## src/rtl/ins_loader_if.sv

```systemverilog
// Byte-stream and instruction-memory write bus of the instruction loader.
// The host side (master) drives bytes and observes the memory writes; the
// loader side (slave) accepts bytes and produces the write strobe/address/data.
interface ins_loader_if;
  logic        in_valid;
  logic [7:0]  in_data;
  logic        in_ready;
  logic        mem_we;
  logic [31:0] mem_addr;
  logic [31:0] mem_wdata;

  modport slave (
    input  in_valid,
    input  in_data,
    output in_ready,
    output mem_we,
    output mem_addr,
    output mem_wdata
  );

  modport master (
    output in_valid,
    output in_data,
    input  in_ready,
    input  mem_we,
    input  mem_addr,
    input  mem_wdata
  );
endinterface

```

## src/rtl/ins_loader.sv

```systemverilog
// Instruction-memory loader: receives a framed byte image (2-byte big-endian
// word count, payload, XOR checksum byte), assembles big-endian 32-bit words
// and writes them sequentially from BASE_ADDR. The CPU is held until an image
// with a good checksum has been loaded completely.
module ins_loader #(
  parameter int          DEPTH_W   = 8,
  parameter logic [31:0] BASE_ADDR = 32'h0000_0000
) (
  input  logic         clk,
  input  logic         rst,
  input  logic         start,
  ins_loader_if.slave  bus,
  output logic         cpu_hold,
  output logic         done,
  output logic         err
);

  // Largest legal word count; 17 bits so 2^16 is representable.
  localparam logic [16:0] MAX_LEN = 17'd1 << DEPTH_W;

  typedef enum logic [2:0] {
    S_IDLE   = 3'd0,
    S_LEN_HI = 3'd1,
    S_LEN_LO = 3'd2,
    S_DATA   = 3'd3,
    S_WRITE  = 3'd4,
    S_CHK    = 3'd5,
    S_DONE   = 3'd6,
    S_ERR    = 3'd7
  } state_t;

  // Running XOR checksum update.
  function automatic logic [7:0] chk_update(input logic [7:0] acc, input logic [7:0] b);
    return acc ^ b;
  endfunction

  state_t      state_r;
  state_t      next_state_s;

  logic [15:0] len_r;
  logic [1:0]  byte_cnt_r;
  logic [31:0] word_r;
  logic [16:0] word_cnt_r;
  logic [7:0]  acc_r;

  logic        in_ready_r;
  logic        mem_we_r;
  logic [31:0] mem_addr_r;
  logic [31:0] mem_wdata_r;
  logic        cpu_hold_r;
  logic        done_r;
  logic        err_r;

  logic        xfer_s;
  logic        session_start_s;
  logic [15:0] len_full_s;
  logic [31:0] word_next_s;
  logic [7:0]  acc_next_s;
  logic        last_word_s;

  logic        in_ready_s;
  logic        mem_we_s;
  logic        cpu_hold_s;
  logic        done_s;
  logic        err_s;

  assign xfer_s          = bus.in_valid && in_ready_r;
  assign session_start_s = start && ((state_r == S_IDLE) || (state_r == S_DONE) || (state_r == S_ERR));
  assign len_full_s      = {len_r[15:8], bus.in_data};
  assign word_next_s     = {word_r[23:0], bus.in_data};
  assign acc_next_s      = chk_update(acc_r, bus.in_data);
  assign last_word_s     = ((word_cnt_r + 17'd1) == {1'b0, len_r});

  // FSM state register.
  always_ff @(posedge clk) begin
    if (rst) begin
      state_r <= S_IDLE;
    end else begin
      state_r <= next_state_s;
    end
  end

  // FSM next-state decode.
  always_comb begin
    next_state_s = state_r;
    case (state_r)
      S_IDLE: begin
        if (start) next_state_s = S_LEN_HI;
        else       next_state_s = S_IDLE;
      end
      S_LEN_HI: begin
        if (xfer_s) next_state_s = S_LEN_LO;
        else        next_state_s = S_LEN_HI;
      end
      S_LEN_LO: begin
        if (!xfer_s)                           next_state_s = S_LEN_LO;
        else if ({1'b0, len_full_s} > MAX_LEN) next_state_s = S_ERR;
        else if (len_full_s == 16'd0)          next_state_s = S_CHK;
        else                                   next_state_s = S_DATA;
      end
      S_DATA: begin
        if (xfer_s && (byte_cnt_r == 2'd3)) next_state_s = S_WRITE;
        else                                next_state_s = S_DATA;
      end
      S_WRITE: begin
        if (last_word_s) next_state_s = S_CHK;
        else             next_state_s = S_DATA;
      end
      S_CHK: begin
        if (!xfer_s)                  next_state_s = S_CHK;
        else if (acc_next_s == 8'h00) next_state_s = S_DONE;
        else                          next_state_s = S_ERR;
      end
      S_DONE: begin
        if (start) next_state_s = S_LEN_HI;
        else       next_state_s = S_DONE;
      end
      S_ERR: begin
        if (start) next_state_s = S_LEN_HI;
        else       next_state_s = S_ERR;
      end
      default: next_state_s = S_IDLE;
    endcase
  end

  // Output decode from the upcoming state so the registered outputs line up with it.
  always_comb begin
    in_ready_s = 1'b0;
    mem_we_s   = 1'b0;
    cpu_hold_s = 1'b1;
    done_s     = 1'b0;
    err_s      = 1'b0;
    case (next_state_s)
      S_LEN_HI, S_LEN_LO, S_DATA, S_CHK: in_ready_s = 1'b1;
      S_WRITE:                           mem_we_s   = 1'b1;
      S_DONE: begin
        cpu_hold_s = 1'b0;
        done_s     = 1'b1;
      end
      S_ERR:                             err_s      = 1'b1;
      default: begin
        in_ready_s = 1'b0;
      end
    endcase
  end

  // Length, word assembly, counters and checksum accumulator.
  always_ff @(posedge clk) begin
    if (rst || session_start_s) begin
      len_r      <= 16'd0;
      byte_cnt_r <= 2'd0;
      word_r     <= 32'd0;
      word_cnt_r <= 17'd0;
      acc_r      <= 8'd0;
    end else begin
      if (xfer_s) acc_r <= acc_next_s;
      case (state_r)
        S_LEN_HI: if (xfer_s) len_r[15:8] <= bus.in_data;
        S_LEN_LO: if (xfer_s) len_r[7:0]  <= bus.in_data;
        S_DATA: begin
          if (xfer_s) begin
            word_r     <= word_next_s;
            byte_cnt_r <= byte_cnt_r + 2'd1;
          end
        end
        S_WRITE: word_cnt_r <= word_cnt_r + 17'd1;
        default: ;
      endcase
    end
  end

  // Registered outputs; address/data are captured as the write state is entered.
  always_ff @(posedge clk) begin
    if (rst) begin
      in_ready_r  <= 1'b0;
      mem_we_r    <= 1'b0;
      mem_addr_r  <= BASE_ADDR;
      mem_wdata_r <= 32'd0;
      cpu_hold_r  <= 1'b1;
      done_r      <= 1'b0;
      err_r       <= 1'b0;
    end else begin
      in_ready_r <= in_ready_s;
      mem_we_r   <= mem_we_s;
      cpu_hold_r <= cpu_hold_s;
      done_r     <= done_s;
      err_r      <= err_s;
      if (mem_we_s) begin
        mem_addr_r  <= BASE_ADDR + {13'd0, word_cnt_r, 2'b00};
        mem_wdata_r <= word_next_s;
      end
    end
  end

  assign bus.in_ready  = in_ready_r;
  assign bus.mem_we    = mem_we_r;
  assign bus.mem_addr  = mem_addr_r;
  assign bus.mem_wdata = mem_wdata_r;
  assign cpu_hold      = cpu_hold_r;
  assign done          = done_r;
  assign err           = err_r;

endmodule

```

## src/flat_wrapper.sv

```systemverilog
// flat-port wrapper written by rule: the top's interface ports become plain ports
module ins_loader_flat 
#(
  parameter int          DEPTH_W   = 8,
  parameter logic [31:0] BASE_ADDR = 32'h0000_0000
)
  (clk, rst, start, cpu_hold, done, err, bus_in_valid, bus_in_data, bus_in_ready, bus_mem_we, bus_mem_addr, bus_mem_wdata);
  ins_loader_if bus_i ();
  input  logic clk;
  input  logic rst;
  input  logic start;
  output logic cpu_hold;
  output logic done;
  output logic err;
  input wire logic [$bits(bus_i.in_valid)-1:0] bus_in_valid;
  input wire logic [$bits(bus_i.in_data)-1:0] bus_in_data;
  output wire logic [$bits(bus_i.in_ready)-1:0] bus_in_ready;
  output wire logic [$bits(bus_i.mem_we)-1:0] bus_mem_we;
  output wire logic [$bits(bus_i.mem_addr)-1:0] bus_mem_addr;
  output wire logic [$bits(bus_i.mem_wdata)-1:0] bus_mem_wdata;
  assign bus_i.in_valid = bus_in_valid;
  assign bus_i.in_data = bus_in_data;
  assign bus_in_ready = bus_i.in_ready;
  assign bus_mem_we = bus_i.mem_we;
  assign bus_mem_addr = bus_i.mem_addr;
  assign bus_mem_wdata = bus_i.mem_wdata;
  ins_loader #(.DEPTH_W(DEPTH_W), .BASE_ADDR(BASE_ADDR)) u_core (.clk(clk), .rst(rst), .start(start), .bus(bus_i), .cpu_hold(cpu_hold), .done(done), .err(err));
endmodule
```

## config.mk

```make
export PLATFORM = sky130hd
export DESIGN_NAME = ins_loader_flat
export DESIGN_NICKNAME = d
export VERILOG_FILES = /design/src/rtl/ins_loader_if.sv /design/src/rtl/ins_loader.sv /design/src/flat_wrapper.sv
export SDC_FILE = /design/constraint.sdc
export NUM_CORES = 1
export LEC_CHECK = 0
export ABC_CLOCK_PERIOD_IN_PS = 8290
export CORE_MARGIN = 2
export CORE_UTILIZATION = 56
export CTS_CLUSTER_DIAMETER = 100
export DETAILED_ROUTE_END_ITERATION = 7
export PLACE_DENSITY = 0.79
export SETUP_SLACK_MARGIN = 0.5
export SYNTH_ARGS = -nofsm -noshare
export SYNTH_HDL_FRONTEND = slang
export SYNTH_SLANG_ARGS = --single-unit
```

## constraint.sdc

```tcl
create_clock -name clk -period 8.29 [get_ports clk]
set_input_delay 2.0725 -clock clk [delete_from_list [all_inputs] [get_ports clk]]
set_output_delay 2.0725 -clock clk [all_outputs]
set_load 0.1 [all_outputs]
```

# After elaboration in Yosys (flattened, before gate mapping)
# Cells that the tools add are included.
# totals
ff_bits,124
word_cells,64
# op_classes
addsub,2
order_cmp,1
eq_ne,16
muxes,17
bitwise_logic,1
reduce_logical,13
# op_table
op,count
"== test 3 bit, second input constant",8
2-to-1 mux 3 bit,8
one-hot mux 3 bit (8 select lines),1
"adder 17 x 1 -> 17 bit, second input constant",1
== test 17 x 16 -> 1 bit,1
"> comparator 16 x 9 -> 1 bit, second input constant",1
zero test 16 bit,1
"== test 3 x 2 -> 1 bit, second input constant",4
zero test 8 bit,1
XOR 8 bit,1
2-to-1 mux 1 bit,7
"== test 3 x 1 -> 1 bit, second input constant",2
AND reduction 2 bit,3
OR reduction 4 bit,1
logical AND 1 bit,3
zero test 3 bit,1
logical OR 1 bit,3
"adder 2 x 1 -> 2 bit, second input constant",1
"== test 2 bit, second input constant",1
2-to-1 mux 2 bit,1

# Depth between registers and ports, before layout
# Gate-level depths: netlist of run 1.
# depth
ltp_word,8
mapped_depth,9
ltp_nobuf,8

# Worst setup path before layout of run 1
# No wires, ideal clock.
# synth_timing
kind,input to register
start,in bus_in_data[4]
end,"reg u_core.in_ready_r, in the netlist u_core.bus.in_ready"
arrival_time_ns,3.738
t_required_ns,8.167
slack_ns,4.428
stages,8
path_buffers,1
cell_sequence,clkbuf_1 nor4_1 nand2_1 or4_1 a31oi_1 and2_1 a31oi_1 mux2_1
# synth_via
elab_chain_len,8
# synth_lines
element,line_no,source
start: declaration,flat_wrapper.sv:16,input wire logic [$bits(bus_i.in_data)-1:0] bus_in_data;
"parallel branches: the longest is 4 deep, another holds > comparator 16 x 9 -> 1 bit",-,
one-hot mux 3 bit (8 select lines) *,ins_loader.sv:86,case (state_r)
== test 3 x 1 -> 1 bit (tied with other cells),ins_loader.sv:133,case (next_state_s)
OR reduction 4 bit *,ins_loader.sv:133,
2-to-1 mux 1 bit *,ins_loader.sv:133,
end signal: assignment,ins_loader.sv:183,in_ready_r <= in_ready_s;
end: declaration,ins_loader.sv:46,logic in_ready_r;
# Mark *: on every way between the ends.
# A chain may end at the register's enable or synchronous reset.

# Worst setup path after layout of run 1
# layout_timing
start,in bus_in_valid
end,"reg u_core.mem_wdata_r[7], in the netlist u_core.bus.mem_wdata[7]"
# layout_via
elab_chain_len,6
# layout_lines
element,line_no,source
start: declaration,flat_wrapper.sv:15,input wire logic [$bits(bus_i.in_valid)-1:0] bus_in_valid;
logical AND 1 bit *,ins_loader.sv:67,assign xfer_s = bus.in_valid && in_ready_r;
logical AND 1 bit,ins_loader.sv:102,if (xfer_s && (byte_cnt_r == 2'd3)) next_state_s = S_WRITE;
2-to-1 mux 3 bit,ins_loader.sv:102,
one-hot mux 3 bit (8 select lines) *,ins_loader.sv:86,
== test 3 bit *,ins_loader.sv:133,
2-to-1 mux 1 bit *,ins_loader.sv:133,
end signal: assignment,ins_loader.sv:190,mem_wdata_r <= word_next_s;
end: declaration,ins_loader.sv:49,logic [31:0] mem_wdata_r;
# Mark *: on every way between the ends. The rest lies on a longest branch, timed or not.

==> results of run 1 <==
==> cell usage after synthesis (2+ instances only) <==
master    instances  area, µm²
clkbuf_1         34        128
nor2b_1           3       18.8
dfxtp_1         124       2480
nor4_1           11       68.8
nand2_1         176        661
nand4_1           6       37.5
buf_4            26        195
and2_1            5       31.3
buf_2             2       10.0
nand3_1           9       45.0
a31oi_1           7       43.8
or4_1             2       15.0
o21ai_0           8       40.0
ha_1              2       25.0
nor3_1            7       35.0
xnor2_1          22        193
a21oi_1          82        410
xor2_1           28        245
buf_6             3       33.8
inv_1             3       11.3
and3_1            3       18.8
buf_1             5       18.8
or3_1             6       37.5
nor3b_1           2       15.0
nor2_1           55        206
mux2i_1          17        170
==> area by class of cell <==
type                       count  area [µm²]
fill                         794        3040
multi-input combinational    490        2670
sequential                   124        2480
timing repair buffer          67         661
clock buffer                  18         418
clock inverter                14         185
tap                          133         166
inverter                       3        11.3
==> kinds of logic (layout without fill, tap and decap cells) <==
family / after synthesis / after routing / synth area share, %
compound gates: 110 / 110 / 11.6
xor+xnor: 50 / 50 / 7.98
fa+ha+maj: 2 / 2 / 0.456
buf+inv: 74 / 102 / 7.37
flops: 124 / 124 / 45.2
mux: 18 / 18 / 3.31
other cells: 1 / 15 / 0.0683
simple gates: 295 / 295 / 24.0
==> worst paths after layout <==
check                                   startpoint                               endpoint  depth (start not counted)
max                                   bus_in_valid   u_core.bus.mem_wdata[7]$_SDFFE_PP0N_                          6
min          u_core.bus.mem_wdata[29]$_SDFFE_PP0N_  u_core.bus.mem_wdata[29]$_SDFFE_PP0N_                          2
max reg2reg         u_core.bus.in_ready$_SDFF_PP0_   u_core.bus.mem_wdata[7]$_SDFFE_PP0N_                          5
min reg2reg  u_core.bus.mem_wdata[29]$_SDFFE_PP0N_  u_core.bus.mem_wdata[29]$_SDFFE_PP0N_                          2
==> stage by stage <==
stage | cells | setup WS, ns | total power, mW | hold WS [ns] | util, %
floorplan | 688 | 4.43 | 0.705 | 0.432 | -
global placement | 817 | 3.09 | 0.713 | 0.444 | 62.2
detailed placement | 817 | 2.91 | 0.715 | 0.445 | 62.2
CTS | 849 | 3.43 | 1.46 | 0.454 | 68.4
global route | 849 | 3.03 | 1.50 | 0.474 | 68.4
finish | 849 | 3.40 | 1.46 | 0.452 | 68.4
==> report_power, final <==
part | total, mW | leakage [nW] | switching, mW | internal (mW)
combinational | 0.0963 | 0.967 | 0.0752 | 0.0211
clock | 0.753 | 0.291 | 0.288 | 0.465
sequential | 0.607 | 1.00 | 0.00641 | 0.601
total | 1.46 | 2.26 | 0.370 | 1.09
==> flip-flops by register name (all words and copies together) (netlist names), 2 cells and up <==
name and count:
u_core.word_r 24, u_core.bus.mem_addr 17, u_core.bus.mem_wdata 32, u_core.word_cnt_r 17, u_core.len_r 16, u_core.state_r 3
u_core.byte_cnt_r 2, u_core.acc_r 8
==> routing by layer <==
metal | wire, µm | vias to the layer above | global-route usage, %
met5 | 0 | - | 0
met4 | 159 | 0 | 8.10
met3 | 678 | 18 | 5.83
met2 | 5910 | 134 | 40.1
met1 | 5720 | 2177 | 32.7
li1 | - | 2259 | -
==> worst min-delay path: cells and delay by family, from the launching register on <==
kind / cells / cell delay [ns]
AO/OA/AOI/OAI: 1 / 0.05
flip-flops: 1 / 0.31
AND/OR/NAND/NOR: 1 / 0.05
==> qor.log, run 1 <==
INFO  logic_synthesis syn-instance-count=674
INFO  route          detail-route-antenna-nets=0
INFO  power_and_ir_drop power.density=221nW/µm²
INFO  sta            max_clock_freq=205MHz
INFO  floorplan      die_w=103µm
INFO  sta            final.setup_skew=0.00606ns
INFO  clocking       cts_tree=done
INFO  worst_setup_path crit_fanout=49
INFO  clocking       root_buffer=clkbuf_8
INFO  cells_and_area antenna_cells_inserted=0
INFO  worst_setup_path critical_path.top_delay_family=simple AND/OR/NAND/NOR gates
INFO  cells_and_area share_of_final_layout_standard_cells_stronger_than_drive_strength_1=6.56%
INFO  route          vias=4588
INFO  clocking       numCtsBuffers=17
INFO  logic_synthesis synth-main-ff-cell=dfxtp_1
INFO  sta            max_slew.worst_pin.slew=1.08ns
INFO  floorplan      rows=36
INFO  floorplan      fp.coreArea=9640µm²
INFO  clocking       cts_num_sinks=124
INFO  floorplan      start_util=56.9%
INFO  global_routing globalRouteTotalUtil=24.7%
INFO  logic_synthesis async_set_or_reset_register_ratio_after_synthesis=0%
INFO  global_routing globalRoute.totalOverflow=0
INFO  placement      cell_area_reported_after_detailed_placement=5990µm²
INFO  route          remaining_drc_errors=0
INFO  placement      hpwlAfterDp=8260µm
INFO  floorplan      design.portCount=81
INFO  worst_setup_path critPathCaptureType=register
INFO  worst_hold_path hold_path_class=register to register
INFO  worst_setup_path path_buf_inv=1
INFO  clocking       clk_pin_slew=0.06ns
INFO  worst_setup_path critPathKind=input pin to register
INFO  sta            slew_viol_final=0
INFO  route          drtPass1Iterations=5
INFO  clocking       postCtsSetupBuffers=0
INFO  logic_synthesis synth-edff-count=0
INFO  clocking       clk_latency=0.53ns
INFO  cells_and_area final_design_area_no_fill=6600µm²
INFO  worst_setup_path critical_path.cell_chain=clkdlybuf4s50_1 -> and2_1 -> nand3_1 -> nor2_4 -> nand2_1 -> a21oi_1
INFO  global_routing grt_pass1_wl=20600µm
INFO  sta            timing_hold_violations_final=0
INFO  worst_setup_path worstPathArrival=5.33ns
INFO  logic_synthesis synthesis.area=5490µm²
INFO  logic_synthesis post_synthesis_average_cell_area=8.14µm²
INFO  logic_synthesis synth_sequential_area_ratio=45.2%
INFO  global_routing pin_count_of_the_biggest_net_entering_global_routing=54
INFO  worst_setup_path cp_data_required_time=8.74ns
INFO  floorplan      die_height=103µm
INFO  cells_and_area nNetsFinal=717
INFO  clocking       clock_tree.buffer_depth=2
INFO  sta            grt_setup_unrepaired=no
INFO  job            max-cap-violations=0
INFO  placement      portBuffers=65
INFO  route          first_iter_violations=255
INFO  sta            final-setup-viol-count=0
INFO  logic_synthesis synth.distinct_cells=52
INFO  sta            setup_total_negative_slack=0ns
INFO  clocking       cts_resized=0
INFO  clocking       postCtsHoldBufs=0
INFO  route          avgRoutedWirePerCell=14.7µm
INFO  route          routed_wirelength=12500µm
INFO  placement      place.gp.congestion=0.845
INFO  global_routing antenna_violations_before_repair=0
INFO  power_and_ir_drop max-vdd-ir-drop=146µV
INFO  sta            slew_headroom=27.8%
INFO  worst_setup_path setup.reg_to_reg.worst_slack=5.04ns
INFO  sta            period_minus_slack=4.89ns
INFO  floorplan      die_area=10600µm²
INFO  logic_synthesis number_of_warnings_printed_during_yosys_synthesis=0
INFO  outcome        run_status=completed
INFO  cells_and_area area_growth_syn_to_layout=20.2%
INFO  worst_setup_path critPathLaunchType=input pin
INFO  route          routed_via_density=5.40
INFO  sta            layout_worst_path_cycle_share=58.9%
INFO  power_and_ir_drop p_leak=2.26nW
INFO  worst_setup_path timing.critical_path.slowest_cell_delay=1.15ns
INFO  logic_synthesis ys_seq_elements=124
INFO  cells_and_area final_common_cell=nand2_1
INFO  worst_setup_path crit_path_top_delay_cell=nor2_4
INFO  global_routing number_of_global_route_vias_before_repair=4336
INFO  cells_and_area final_cell_mix=nand2_1, dfxtp_1, a21oi_1, clkdlybuf4s50_1, nor2_1
INFO  clocking       htree_num_levels=4
Note: power is estimated with default switching activity, not from simulation.
==> inputs of run 2 (changes only) <==
--- a/config.mk
+++ b/config.mk
@@ -5,12 +5,12 @@
 export SDC_FILE = /design/constraint.sdc
 export NUM_CORES = 1
 export LEC_CHECK = 0
-export ABC_CLOCK_PERIOD_IN_PS = 8290
+export ABC_CLOCK_PERIOD_IN_PS = 5150
 export CORE_MARGIN = 2
-export CORE_UTILIZATION = 56
+export CORE_UTILIZATION = 54
 export CTS_CLUSTER_DIAMETER = 100
 export DETAILED_ROUTE_END_ITERATION = 7
-export PLACE_DENSITY = 0.79
+export PLACE_DENSITY = 0.77
 export SETUP_SLACK_MARGIN = 0.5
 export SYNTH_ARGS = -nofsm -noshare
 export SYNTH_HDL_FRONTEND = slang
==> constraint.sdc (replaced) <==
create_clock -name clk -period 5.15 [get_ports clk]
set_input_delay 1.2875 -clock clk [delete_from_list [all_inputs] [get_ports clk]]
set_output_delay 1.2875 -clock clk [all_outputs]
set_load 0.1 [all_outputs]
==> run 2 against run 1 <==
First-iteration DRC count down 2.7%. Sequential share of layout area is 0.079 points higher. Worst hold slack is essentially flat. Non-clock buffer count up 2. Flip-flop and latch count unchanged. Count of clock-buffer cells in the layout unchanged. Largest cell class unchanged.
==> qor.log, run 2 (same netlist as run 1, synthesis figures left out) <==
INFO  outcome        run_status=completed [unchanged]
INFO  cells_and_area share_of_final_layout_standard_cells_stronger_than_drive_strength_1=6.96% [was 6.56%]
INFO  floorplan      fp.coreArea=9820µm² [was 9640 µm²]
INFO  cells_and_area area_growth_syn_to_layout=20.0% [was 20.2%]
INFO  global_routing pin_count_of_the_biggest_net_entering_global_routing=54 [unchanged]
INFO  sta            period_minus_slack=3.40ns
INFO  worst_setup_path worstReg2RegStart=u_core.word_cnt_r[0]$_SDFFE_PP0P_ [was u_core.bus.in_ready$_SDFF_PP0_]
INFO  route          routed_wirelength=12800µm [was 12500 µm]
INFO  clocking       htree_num_levels=4 [unchanged]
INFO  sta            slew_headroom=29.8% [was 27.8%]
INFO  clocking       cts_tree=done [unchanged]
INFO  global_routing globalRoute.totalOverflow=0 [unchanged]
INFO  worst_setup_path critPathKind=input pin to register [unchanged]
INFO  global_routing globalRouteTotalUtil=23.4% [was 24.7%]
INFO  cells_and_area sequential_cell_area=2480µm² [unchanged]
INFO  placement      place.gp.congestion=0.842 [was 0.845]
INFO  sta            setup_total_negative_slack=0ns [unchanged]
INFO  clocking       postCtsHoldBufs=0 [unchanged]
INFO  route          routed_via_density=5.36 [was 5.40]
INFO  cells_and_area final_cell_mix=nand2_1, dfxtp_1, a21oi_1, clkdlybuf4s50_1, nor2_1 [unchanged]
INFO  sta            final-setup-viol-count=0 [unchanged]
INFO  cells_and_area fin_util=67.0% [was 68.4%]
INFO  sta            grt_setup_unrepaired=no [unchanged]
INFO  route          drtPass1Iterations=5 [unchanged]
INFO  clocking       cts_resized=0 [unchanged]
INFO  floorplan      die_w=105µm [was 103 µm]
INFO  clocking       numCtsBuffers=17 [unchanged]
INFO  clocking       cts_num_sinks=124 [unchanged]
INFO  floorplan      start_util=55.9% [was 56.9%]
INFO  cells_and_area nNetsFinal=719 [was 717]
INFO  worst_setup_path critPathCaptureType=register [unchanged]
INFO  global_routing antenna_violations_before_repair=0 [unchanged]
INFO  floorplan      die_area=11000µm² [was 10600 µm²]
INFO  clocking       clock_tree.buffer_depth=2 [unchanged]
INFO  placement      cell_area_reported_after_detailed_placement=6010µm² [was 5990 µm²]
INFO  clocking       clk_pin_slew=0.06ns [about the same]
INFO  worst_setup_path setup.reg_to_reg.worst_slack=2.08ns [was 5.04 ns]
INFO  sta            layout_worst_path_cycle_share=66.0%
INFO  clocking       postCtsSetupBuffers=0 [unchanged]
INFO  worst_setup_path rr_worst_depth=8 [was 5]
INFO  cells_and_area antenna_cells_inserted=0 [unchanged]
INFO  clocking       clk_latency=0.52ns [was 0.53 ns]
INFO  power_and_ir_drop power.density=346nW/µm² [was 221 nW/µm²]
INFO  worst_hold_path hold_start=u_core.bus.mem_addr[8]$_SDFFE_PP0N_ [was u_core.bus.mem_wdata[29]$_SDFFE_PP0N_]
INFO  placement      portBuffers=65 [unchanged]
INFO  route          avgRoutedWirePerCell=15.0µm [was 14.7 µm]
INFO  sta            max_clock_freq=294MHz
INFO  worst_hold_path hold_end=u_core.bus.mem_addr[8]$_SDFFE_PP0N_ [was u_core.bus.mem_wdata[29]$_SDFFE_PP0N_]
INFO  cells_and_area flip_flop_count_of_the_largest_register_all_copies_and_words_added=32 [unchanged]
INFO  cells_and_area final_common_cell=nand2_1 [unchanged]
INFO  power_and_ir_drop p_leak=2.27nW [was 2.26 nW]
INFO  worst_setup_path worstPathArrival=3.79ns [was 5.33 ns]
INFO  global_routing grt_pass1_wl=21000µm [was 20600 µm]
INFO  worst_setup_path critPathLaunchType=input pin [unchanged]
INFO  sta            timing_hold_violations_final=0 [unchanged]
INFO  worst_setup_path timing.rr.end=u_core.cpu_hold$_SDFF_PP1_ [was u_core.bus.mem_wdata[7]$_SDFFE_PP0N_]
INFO  sta            slew_viol_final=0 [unchanged]
INFO  route          vias=4559 [was 4588]
INFO  placement      place.detailed.instances=819 [was 817]
INFO  cells_and_area final_cell_count_no_fill=851 [was 849]
INFO  cells_and_area final_design_area_no_fill=6580µm² [was 6600 µm²]
INFO  worst_setup_path crit_path_start=bus_in_valid [unchanged]
INFO  route          first_iter_violations=248 [was 255]
INFO  floorplan      rows=36 [unchanged]
INFO  worst_setup_path cp_data_required_time=5.54ns [was 8.74 ns]
INFO  sta            final.setup_skew=0.00681ns [was 0.00606 ns]
INFO  worst_hold_path hold_path_class=register to register [unchanged]
INFO  placement      hpwlAfterDp=8320µm [was 8260 µm]
INFO  cells_and_area multi_input_area=2670µm² [unchanged]
INFO  worst_setup_path crit_fanout=15 [was 49]
INFO  sta            hold_ws=0.452ns [about the same]
INFO  global_routing number_of_global_route_vias_before_repair=4287 [was 4336]
INFO  route          remaining_drc_errors=0 [unchanged]
INFO  cells_and_area final.fill_count=828 [was 794]
INFO  floorplan      die_height=105µm [was 103 µm]
INFO  power_and_ir_drop max-vdd-ir-drop=212µV [was 146 µV]
INFO  clocking       root_buffer=clkbuf_8 [unchanged]
INFO  sta            max_slew.worst_pin.slew=1.05ns [was 1.08 ns]
INFO  worst_hold_path min_delay_path_depth=2 [unchanged]
INFO  floorplan      design.portCount=81 [unchanged]
INFO  job            max-cap-violations=0 [unchanged]
INFO  route          detail-route-antenna-nets=0 [unchanged]
==> run 2: cell type report <==
cell class	instances	share of cell area (%)
multi-input combinational	490	40.6
sequential	124	37.7
timing repair buffer	69	10.3
clock buffer	18	6.50
tap	133	2.53
clock inverter	14	2.22
inverter	3	0.171
==> run 2: critical path, cell delays in order <==
cell	delay, ns
clkdlybuf4s50_1	0.49
and2_1	0.47
nand3_1	0.55
o221ai_1	0.42
a32oi_2	0.14
or4_1	0.43
==> run 2: worst max path at each step <==
| stage | to | slack (ns) | cells past startpoint |
|---|---|---|---|
| after global routing | u_core.bus.mem_wdata[31]$_SDFFE_PP0N_ | 1.50 | 7 |
| after detailed placement | u_core.cpu_hold$_SDFF_PP1_ | 1.31 | 6 |
| after floorplan | u_core.bus.in_ready$_SDFF_PP0_ | 2.07 | 8 |
| final | u_core.cpu_hold$_SDFF_PP1_ | 1.75 | 6 |
| after global placement | u_core.cpu_hold$_SDFF_PP1_ | 1.36 | 6 |
| after CTS | bus_in_ready | 1.77 | 1 |
==> run 2: report_power, final <==
group          total (mW)  leakage, nW  internal [mW]  switching [mW]
Combinational       0.158        0.977         0.0341           0.124
Sequential          0.978         1.00          0.967          0.0106
Clock                1.14        0.289          0.701           0.441
==> run 2: stage by stage <==
stage               total power, mW  worst slack, ns
floorplan                      1.14             2.07
global placement               1.15             1.36
detailed placement             1.15             1.31
CTS                            2.29             1.77
global route                   2.34             1.50
finish                         2.28             1.75
==> run 2: metal layers <==
layer / routed length [µm] / GRT usage, % / part of all wire, %
met1: 5980 / 31.8 / 47
met4: 133 / 6.95 / 1.0
met2: 5940 / 37.3 / 47
met3: 696 / 5.12 / 5.5
met5: 0 / 0 / 0
==> inputs of run 3 (changes only) <==
--- a/config.mk
+++ b/config.mk
@@ -5,7 +5,7 @@
 export SDC_FILE = /design/constraint.sdc
 export NUM_CORES = 1
 export LEC_CHECK = 0
-export ABC_CLOCK_PERIOD_IN_PS = 5150
+export ABC_CLOCK_PERIOD_IN_PS = 3200
 export CORE_MARGIN = 2
 export CORE_UTILIZATION = 54
 export CTS_CLUSTER_DIAMETER = 100
==> constraint.sdc (replaced) <==
create_clock -name clk -period 3.2 [get_ports clk]
set_input_delay 0.8 -clock clk [delete_from_list [all_inputs] [get_ports clk]]
set_output_delay 0.8 -clock clk [all_outputs]
set_load 0.1 [all_outputs]
==> run 3 against run 2 <==
Global-route usage grew 0.43 points. Register-to-register slack lost 1.5 ns. Wire length grew 5.8%. Largest power group unchanged. Highest routed layer unchanged.
==> qor.log, run 3 (same netlist as run 1, synthesis figures left out) <==
INFO  outcome        run_status=completed [unchanged]
INFO  route          detailroute.wirelength.met3=771µm [was 696 µm]
INFO  clocking       cts_num_sinks=124 [unchanged]
INFO  power_and_ir_drop internal_power=2.67mW [was 1.70 mW]
INFO  clocking       clk_latency=0.52ns [about the same]
INFO  clocking       clk_pin_slew=0.06ns [about the same]
INFO  route          drt-met1-wl=6110µm [was 5980 µm]
INFO  sta            final_ws_setup=0.516ns [was 1.75 ns]
INFO  route          detail-route-antenna-nets=0 [unchanged]
INFO  worst_setup_path critPathLaunchType=input pin [unchanged]
INFO  sta            max_slew.worst_pin.slew=0.503ns [was 1.05 ns]
INFO  cells_and_area flip_flop_count_of_the_largest_register_all_copies_and_words_added=32 [unchanged]
INFO  sta            timing_hold_violations_final=0 [unchanged]
INFO  worst_setup_path rr_worst_depth=9 [was 8]
INFO  cells_and_area antenna_cells_inserted=0 [unchanged]
INFO  power_and_ir_drop clock_power_share=49.7% [was 50.1%]
INFO  placement      place_ws=-0.0230ns [was 1.31 ns]
INFO  worst_setup_path cp_data_required_time=3.60ns [was 5.54 ns]
INFO  sta            slew_headroom=66.2% [was 29.8%]
INFO  placement      place.gp.congestion=0.869 [was 0.842]
INFO  route          route.top_layer_used=met4 [unchanged]
INFO  global_routing pin_count_of_the_biggest_net_entering_global_routing=66 [was 54]
INFO  power_and_ir_drop power.density=532nW/µm² [was 346 nW/µm²]
INFO  cells_and_area share_of_final_layout_standard_cells_stronger_than_drive_strength_1=21.6% [was 6.96%]
INFO  sta            period_minus_slack=2.68ns
INFO  route          routed_via_density=5.41 [was 5.36]
INFO  sta            final-setup-viol-count=0 [unchanged]
INFO  floorplan      die_height=105µm [unchanged]
INFO  worst_hold_path hold_path_class=register to register [unchanged]
INFO  floorplan      die_w=105µm [unchanged]
INFO  clocking       htree_num_levels=4 [unchanged]
INFO  floorplan      design.portCount=81 [unchanged]
INFO  sta            slew_viol_final=0 [unchanged]
INFO  route          first_iter_violations=309 [was 248]
INFO  worst_setup_path crit_fanout=3 [was 15]
INFO  sta            grt_setup_unrepaired=yes [was no]
INFO  route          met2WireLength=6450µm [was 5940 µm]
INFO  route          vias=4795 [was 4559]
INFO  cells_and_area area_growth_syn_to_layout=25.0% [was 20.0%]
INFO  clocking       cts_tree=done [unchanged]
INFO  floorplan      die_area=11000µm² [unchanged]
INFO  sta            hold_ws=0.453ns [was 0.452 ns]
INFO  floorplan      fp.coreArea=9820µm² [unchanged]
INFO  global_routing grt_pass1_wl=21000µm [about the same]
INFO  clocking       numCtsBuffers=17 [unchanged]
INFO  cells_and_area final_common_cell=nand2_1 [unchanged]
INFO  power_and_ir_drop p_leak=2.61nW [was 2.27 nW]
INFO  placement      hpwlAfterDp=8760µm [was 8320 µm]
INFO  clocking       root_buffer=clkbuf_8 [unchanged]
INFO  cells_and_area final_design_area_no_fill=6860µm² [was 6580 µm²]
INFO  power_and_ir_drop power.share.switching=26.8% [was 25.3%]
INFO  global_routing globalRouteTotalUtil=23.8% [was 23.4%]
INFO  route          remaining_drc_errors=0 [unchanged]
INFO  clocking       clock_tree.buffer_depth=2 [unchanged]
INFO  cells_and_area fin_util=69.9% [was 67.0%]
INFO  power_and_ir_drop p_switching=977µW [was 576 µW]
INFO  route          avgRoutedWirePerCell=15.2µm [was 15.0 µm]
INFO  placement      portBuffers=65 [unchanged]
INFO  cells_and_area final_cell_mix=nand2_1, dfxtp_1, buf_4, a21oi_1, nor2_1 [was nand2_1, dfxtp_1, a21oi_1, clkdlybuf4s50_1, nor2_1]
INFO  worst_setup_path worstPathArrival=3.08ns [was 3.79 ns]
INFO  sta            final.setup_skew=0.00930ns [was 0.00681 ns]
INFO  worst_setup_path critPathCaptureType=register [unchanged]
INFO  sta            setup_total_negative_slack=0ns [unchanged]
INFO  global_routing number_of_global_route_vias_before_repair=4264 [was 4287]
INFO  worst_setup_path timing.rr.end=u_core.cpu_hold$_SDFF_PP1_ [unchanged]
INFO  worst_setup_path cp-endpoint=u_core.bus.in_ready$_SDFF_PP0_ [was u_core.cpu_hold$_SDFF_PP1_]
INFO  global_routing antenna_violations_before_repair=0 [unchanged]
INFO  power_and_ir_drop combPwrFrac=7.3% [was 6.9%]
INFO  sta            layout_worst_path_cycle_share=83.9%
INFO  route          drtPass1Iterations=4 [was 5]
INFO  worst_setup_path worstReg2RegStart=u_core.word_cnt_r[1]$_SDFFE_PP0P_ [was u_core.word_cnt_r[0]$_SDFFE_PP0P_]
INFO  worst_hold_path min_delay_path_depth=2 [unchanged]
INFO  worst_setup_path crit_path_start=bus_in_data[4] [was bus_in_valid]
INFO  placement      cell_area_reported_after_detailed_placement=6050µm² [was 6010 µm²]
INFO  job            max-cap-violations=0 [unchanged]
INFO  route          routed_wirelength=13500µm [was 12800 µm]
INFO  worst_setup_path setup.reg_to_reg.worst_slack=0.54ns [was 2.08 ns]
INFO  power_and_ir_drop share_seq_of_total_power=42.9% [about the same]
INFO  power_and_ir_drop max-vdd-ir-drop=422µV [was 212 µV]
INFO  floorplan      rows=36 [unchanged]
INFO  sta            max_clock_freq=373MHz
INFO  worst_setup_path critPathKind=input pin to register [unchanged]
INFO  cells_and_area nNetsFinal=755 [was 719]
INFO  floorplan      start_util=55.9% [unchanged]
INFO  global_routing globalRoute.totalOverflow=0 [unchanged]
-- run 3: critical path: stages --
cell             delay (ns)
clkdlybuf4s50_1        0.46
nor4_2                 0.31
nand2_1                0.16
or4_1                  0.45
a31oi_2                0.26
and2_1                 0.22
a31oi_1                0.08
mux2_1                 0.34
-- run 3: power by group through the flow --
stage | Clock (mW) | Sequential [mW] | Combinational (mW)
4_1_cts | 1.83 | 1.57 | 0.263
3_3_place_gp | 0 | 1.61 | 0.254
2_1_floorplan | 0 | 1.62 | 0.211
5_1_grt | 1.90 | 1.57 | 0.285
6_report | 1.82 | 1.57 | 0.268
3_5_place_dp | 0 | 1.61 | 0.262
-- run 3: worst min-delay path by stage --
stage                                          startpoint                               endpoint  slack, ns
floorplan                  u_core.word_r[16]$_SDFFE_PP0P_  u_core.bus.mem_wdata[24]$_SDFFE_PP0N_       0.43
global placement           u_core.word_r[23]$_SDFFE_PP0P_  u_core.bus.mem_wdata[31]$_SDFFE_PP0N_       0.44
detailed placement  u_core.bus.mem_wdata[18]$_SDFFE_PP0N_  u_core.bus.mem_wdata[18]$_SDFFE_PP0N_       0.45
CTS                 u_core.bus.mem_wdata[18]$_SDFFE_PP0N_  u_core.bus.mem_wdata[18]$_SDFFE_PP0N_       0.46
global route          u_core.bus.mem_addr[8]$_SDFFE_PP0N_    u_core.bus.mem_addr[8]$_SDFFE_PP0N_       0.48
finish              u_core.bus.mem_wdata[28]$_SDFFE_PP0N_  u_core.bus.mem_wdata[28]$_SDFFE_PP0N_       0.45
-- run 3: timing repair --
item | CTS | global route
endpoints found under the hold margin | 0 | 0
pin swaps | 1 | 14
resized for setup | 8 | 33
hold buffers | 0 | 0
endpoints found under the setup margin | 3 | 3
setup buffers | 1 | 15
-- run 3: layout make-up --
cell class,count,area (µm²)
clock inverter,15,151
inverter,3,11.3
timing repair buffer,105,845
clock buffer,17,414
sequential,124,2520
fill,797,2960
tap,133,166
multi-input combinational,490,2750
-- run 3: per-stage QoR --
step / instances / power (mW)
3_3_place_gp: 839 / 1.86
4_1_cts: 872 / 3.66
6_report: 887 / 3.65
3_5_place_dp: 839 / 1.87
2_1_floorplan: 688 / 1.83
5_1_grt: 887 / 3.76
-- run 3: metal layers --
metal | GRT usage (%) | up-vias
met4 | 8.57 | 0
met3 | 4.74 | 16
met2 | 38.8 | 178
li1 | - | 2342
met1 | 31.4 | 2259
met5 | 0 | -
